<file path="src/rtl/muldiv_if.sv">
// Request/result bundle between the pipeline and the HI/LO multiply/divide unit.
// The pipeline side drives start/op/operands/move-to writes; the unit returns status and HI/LO.
interface muldiv_if;
    logic        start;
    logic [1:0]  op;
    logic [31:0] a;
    logic [31:0] b;
    logic        mthi;
    logic        mtlo;
    logic [31:0] wdat;
    logic        busy;
    logic        done;
    logic [31:0] hi;
    logic [31:0] lo;

    modport master (
        output start, op, a, b, mthi, mtlo, wdat,
        input  busy, done, hi, lo
    );

    modport slave (
        input  start, op, a, b, mthi, mtlo, wdat,
        output busy, done, hi, lo
    );
endinterface

</file>
<file path="src/rtl/muldiv_unit.sv">
// Iterative 32-bit MULT/MULTU/DIV/DIVU unit with HI/LO result registers.
// One shift-add or restoring-divide step per clock on operand magnitudes; signs are fixed up at FINISH.
module muldiv_unit (
    input  logic     clk,
    input  logic     rst,
    muldiv_if.slave  md
);

    typedef enum logic [1:0] {
        IDLE,
        RUN,
        FINISH
    } state_e;

    state_e      state_q;
    logic [5:0]  cnt_q;
    logic [1:0]  op_q;
    logic [31:0] a_q;
    logic [31:0] b_q;
    logic [31:0] mag_q;
    logic [63:0] acc_q;
    logic [63:0] acc_d;
    logic        busy_q;
    logic        done_q;
    logic [31:0] hi_q;
    logic [31:0] lo_q;
    logic [31:0] hi_d;
    logic [31:0] lo_d;

    logic [31:0] mag_a;
    logic [31:0] mag_b;
    logic [32:0] mul_sum;
    logic [32:0] div_sh;
    logic [32:0] div_diff;
    logic [63:0] prod;
    logic [31:0] quo;
    logic [31:0] rem;
    logic        neg_a;
    logic        neg_b;

    // Magnitudes of the incoming operands, taken at the accept edge
    always_comb begin
        mag_a = (md.op[0] && md.a[31]) ? (~md.a + 32'd1) : md.a;
        mag_b = (md.op[0] && md.b[31]) ? (~md.b + 32'd1) : md.b;
    end

    // acc_q holds {partial product, multiplier} for multiply and {remainder, quotient} for divide
    always_comb begin
        acc_d    = acc_q;
        mul_sum  = '0;
        div_sh   = '0;
        div_diff = '0;
        if (!op_q[1]) begin
            mul_sum = {1'b0, acc_q[63:32]} + (acc_q[0] ? {1'b0, mag_q} : 33'd0);
            acc_d   = {mul_sum, acc_q[31:1]};
        end else begin
            div_sh   = {acc_q[63:32], acc_q[31]};
            div_diff = div_sh - {1'b0, mag_q};
            if (!div_diff[32]) begin
                acc_d = {div_diff[31:0], acc_q[30:0], 1'b1};
            end else begin
                acc_d = {div_sh[31:0], acc_q[30:0], 1'b0};
            end
        end
    end

    always_comb begin
        neg_a = op_q[0] & a_q[31];
        neg_b = op_q[0] & b_q[31];
        prod  = (neg_a ^ neg_b) ? (~acc_q + 64'd1) : acc_q;
        quo   = acc_q[31:0];
        rem   = acc_q[63:32];
        hi_d  = prod[63:32];
        lo_d  = prod[31:0];
        if (op_q[1]) begin
            if (b_q == '0) begin
                hi_d = a_q;
                lo_d = '1;
            end else begin
                lo_d = (neg_a ^ neg_b) ? (~quo + 32'd1) : quo;
                hi_d = neg_a ? (~rem + 32'd1) : rem;
            end
        end
    end

    always_ff @(posedge clk) begin
        if (rst) begin
            state_q <= IDLE;
            cnt_q   <= '0;
            op_q    <= '0;
            a_q     <= '0;
            b_q     <= '0;
            mag_q   <= '0;
            acc_q   <= '0;
            busy_q  <= 1'b0;
            done_q  <= 1'b0;
            hi_q    <= '0;
            lo_q    <= '0;
        end else begin
            done_q <= 1'b0;
            case (state_q)
                IDLE: begin
                    if (md.mthi) hi_q <= md.wdat;
                    if (md.mtlo) lo_q <= md.wdat;
                    if (md.start) begin
                        op_q    <= md.op;
                        a_q     <= md.a;
                        b_q     <= md.b;
                        mag_q   <= md.op[1] ? mag_b : mag_a;
                        acc_q   <= {32'd0, (md.op[1] ? mag_a : mag_b)};
                        cnt_q   <= '0;
                        busy_q  <= 1'b1;
                        state_q <= RUN;
                    end
                end
                RUN: begin
                    acc_q <= acc_d;
                    cnt_q <= cnt_q + 6'd1;
                    if (cnt_q == 6'd31) state_q <= FINISH;
                end
                FINISH: begin
                    hi_q    <= hi_d;
                    lo_q    <= lo_d;
                    busy_q  <= 1'b0;
                    done_q  <= 1'b1;
                    state_q <= IDLE;
                end
                default: state_q <= IDLE;
            endcase
        end
    end

    assign md.busy = busy_q;
    assign md.done = done_q;
    assign md.hi   = hi_q;
    assign md.lo   = lo_q;

endmodule
</file>
<file path="src/flat_wrapper.sv">
// flat-port wrapper written by rule: the top's interface ports become plain ports
module muldiv_unit_flat 
  (clk, rst, md_start, md_op, md_a, md_b, md_mthi, md_mtlo, md_wdat, md_busy, md_done, md_hi, md_lo);
  muldiv_if md_i ();
  input  logic clk;
  input  logic rst;
  input wire logic [$bits(md_i.start)-1:0] md_start;
  input wire logic [$bits(md_i.op)-1:0] md_op;
  input wire logic [$bits(md_i.a)-1:0] md_a;
  input wire logic [$bits(md_i.b)-1:0] md_b;
  input wire logic [$bits(md_i.mthi)-1:0] md_mthi;
  input wire logic [$bits(md_i.mtlo)-1:0] md_mtlo;
  input wire logic [$bits(md_i.wdat)-1:0] md_wdat;
  output wire logic [$bits(md_i.busy)-1:0] md_busy;
  output wire logic [$bits(md_i.done)-1:0] md_done;
  output wire logic [$bits(md_i.hi)-1:0] md_hi;
  output wire logic [$bits(md_i.lo)-1:0] md_lo;
  assign md_i.start = md_start;
  assign md_i.op = md_op;
  assign md_i.a = md_a;
  assign md_i.b = md_b;
  assign md_i.mthi = md_mthi;
  assign md_i.mtlo = md_mtlo;
  assign md_i.wdat = md_wdat;
  assign md_busy = md_i.busy;
  assign md_done = md_i.done;
  assign md_hi = md_i.hi;
  assign md_lo = md_i.lo;
  muldiv_unit u_core (.clk(clk), .rst(rst), .md(md_i));
endmodule
</file>
<file path="config.mk">
export PLATFORM = sky130hd
export DESIGN_NAME = muldiv_unit_flat
export DESIGN_NICKNAME = d
export VERILOG_FILES = /design/src/rtl/muldiv_if.sv /design/src/rtl/muldiv_unit.sv /design/src/flat_wrapper.sv
export SDC_FILE = /design/constraint.sdc
export NUM_CORES = 1
export LEC_CHECK = 0
export BUFFER_PORTS_ARGS = -buffer_cell sky130_fd_sc_hd__buf_2
export CELL_PAD_IN_SITES_DETAIL_PLACEMENT = 0
export CELL_PAD_IN_SITES_GLOBAL_PLACEMENT = 2
export CORE_MARGIN = 2
export CORE_UTILIZATION = 38
export DETAILED_ROUTE_END_ITERATION = 16
export PLACE_DENSITY_LB_ADDON = 0.12
export SETUP_SLACK_MARGIN = 0.3
export SLEW_MARGIN = 20
export SYNTH_ARGS = -nofsm -noshare
export SYNTH_HDL_FRONTEND = slang
export SYNTH_SLANG_ARGS = --single-unit
</file>
<file path="constraint.sdc">
create_clock -name clk -period 5.4 [get_ports clk]
set_input_delay 0.54 -clock clk [delete_from_list [all_inputs] [get_ports clk]]
set_output_delay 0.54 -clock clk [all_outputs]
set_load 0.02 [all_outputs]
</file>
==> out/summary.txt <==
Simple-gate share of the synthesized area: 22.54%
Crit Path Max Fanout: 10
Pwr dens: 286.3 nW/um^2
Tcrit/Tclk final: 82.91%
#FFs+latches synth: 236
DP Area: 19,100 sq um
Skew final: 28.45 ps
Worst-case clock buffer depth: 3
Clock period minus worst slack: 4477 ps
Std-Cell Rows: 79
Sequential area share after synthesis: 26.52%
RSZ-0062 raised after global routing: false
Ports: 169
Final-stage net count: 2,717
Compound-cell area share of the yosys netlist: 29.70%
# clock sinks: 236
Ys flop type: dfxtp_1
Synth Area in Adders: 5.070%
Top-area cell type share of the netlist area: 26.52%
Area Overhead vs Synth: 13.08%
Maximum VDD drop: 0.2157 mV
Yosys top cell by area: dfxtp_1
# DRC: 0
Total power: 0.005768 W
Cts repair resizes: 0
Fillcell total: 4,935
Leak pwr: 8.050 nW
Port Buffer Count: 168
Reg-to-Reg Start: u_core.acc_q[31]
Final Setup Violations: 0
Asr flop ratio synth: 0%
Slew headroom: 31.32%
Syn Std Cell Area: 17,820 sq um
CP Launch Point: u_core.acc_q[31]
Setup crit end kind: register
Top post-synthesis cells by area: dfxtp_1 (27%), a21oi_1 (8.9%), nand2_1 (6.9%)
Clock-pin slew on the worst setup and hold paths: 60 ps
First-pass GRT wire length: 116.5 mm
Congestion Overflow GR: 0
Worst-Margin Slew: 1028 ps
WL/cell: 25.17 um
Dpl cells: 3,118
Chip Width: 220.5 um
Syn Nets: 2,657
Hold_sp: md_b[19]
Commonest cells after routing, fill and taps aside: nand2_1 (329), a21oi_1 (316), dfxtp_1 (235)
Pins Over Slew Limit: 0
Hold Buf Count CTS: 0
Non-Filler Instances: 3,171
Final Cell Area: 20,150 sq um
Vias in the first global route: 17,789
Post-DP HPWL: 60.86 mm
Post-route setup TNS: 0 ps
Core area: 46,460 sq um
Util after Layout: 43.37%
Routed Antenna Nets: 0
Post-synthesis cell count: 2,483
Post-Syn Area per Cell: 7.176 sq um
Gpl congestion: 0.9391
Post-CTS Setup Bufs: 0
Critical path arrival: 4970 ps
Htree depth: 1
Status: finished, final reports clean
Commonest non-fill, non-tap cell in the layout: nand2_1
Clk_lat worst skew: 610 ps
Via density: 6.190
Clock root buffer: clkbuf_16
Worst Hold Class: in2reg
Die height: 220.5 um
Max Fclk: 223.3 MHz
CTS buffer count: 30
Largest net degree at the start of global routing: 151
Antenna violations before repair: 0
Proportion of layout cells with a drive suffix above 1: 12.06%
Main combinational cell family by area after synthesis: compound AO/OA/AOI/OAI gates
Final hold vios: 0
Global-route usage over all layers: 31.92%
Die ar.: 48,640 sq um
Number of flops mapped to enable cells by yosys: 0
Max-cap violation count: 0
Via count: 19,629
TritonRoute pass-1 iters: 5
CTS tree: built
Wirelength, routed: 79.81 mm
Netlist cell types: 82
Post-Synth XOR/XNOR Area: 7.718%
Initial Utilization: 38.35%
Mux cell area share after synthesis: 2.893%
Critical path startpoint category: register
First DRT Iteration DRCs: 1,949
Warnings, synthesis: 0
Worst path required time: 5900 ps
Kind of critical path: reg2reg
-- through the flow --
| step | setup slack [ps] | hold WS, ps |
|---|---|---|
| 2_1_floorplan | 1814 | 431.9 |
| 3_3_place_gp | 1129 | 440.4 |
| 3_5_place_dp | 1058 | 446.0 |
| 4_1_cts | 1014 | 202.3 |
| 5_1_grt | 666.3 | 226.6 |
| 6_report | 922.7 | 220.5 |
-- kinds of logic (layout without fill, tap and decap cells) --
family | Yosys count | in the layout
XOR/XNOR | 157 | 157
adder cells (fa/ha/maj) | 71 | 71
buffers and inverters | 257 | 337
AND/OR/NAND/NOR | 870 | 870
multiplexers | 51 | 51
AO/OA/AOI/OAI | 841 | 841
other | 0 | 1
flip-flops | 236 | 236
-- cell usage after synthesis (30+ instances only) --
cell,n
a211oi_1,81
a21oi_1,316
clkbuf_1,164
dfxtp_1,236
ha_1,69
inv_1,74
mux2i_1,47
nand2_1,329
nand3_1,61
nor2_1,238
nor3_1,55
nor4_1,30
o211ai_1,38
o21ai_0,139
xnor2_1,86
xor2_1,71
-- worst paths after layout --
check | end | slack (ps) | cells past startpoint
worst max register to register | u_core.acc_q[32] | 920 | 13
worst max-delay path | u_core.acc_q[32] | 920 | 13
worst min register to register | u_core.md.lo[22] | 450 | 2
worst min-delay path | u_core.b_q[19] | 220 | 3
-- critical path, cell delays in order (launching register included) --
cell      delay, ps
dfxtp_1         410
inv_1            90
ha_1            240
fa_1            410
nor2b_1         210
o31a_1          210
o21a_1          290
a211oi_2        180
o311ai_1        520
a21oi_1         420
nor2_2          600
buf_4           280
mux2_2          350
o221ai_1        150
-- registers in the layout, summed over array words and instances (netlist names) --
name and flops:
u_core.md.done 1, u_core.b_q 32, u_core.state_q 2, u_core.acc_q 64
u_core.mag_q 32, u_core.a_q 32, u_core.md.busy 1, u_core.md.hi 32
u_core.op_q 2, u_core.cnt_q 6, u_core.md.lo 32
-- area by class of cell --
class | instances | area, sq um | share of cell area [%]
clock inverters | 15 | 200.2 | 0.9937
multi-input cells | 1990 | 12140 | 60.26
repair buffers | 210 | 1187 | 5.894
diodes | 1 | 2.502 | 0.01242
inverters | 75 | 281.5 | 1.397
clock buffers | 37 | 847.1 | 4.204
well taps | 607 | 759.5 | 3.770
flip-flops and latches | 236 | 4728 | 23.47
-- layer usage --
metal  vias up  track usage, %  wire [um]
met5         -               0          0
met4         0           9.422       2517
met3       103           4.192       5781
met2       818           49.62      34830
met1      9544           45.92      36690
li1       9164               -          -
-- power breakdown --
group / switching (W) / internal, W
Clock: 0.000885 / 0.00130
Sequential: 0.000149 / 0.00186
Combinational: 0.00105 / 0.000527
Total: 0.00209 / 0.00368
Note: power is estimated with default switching activity, not from simulation.
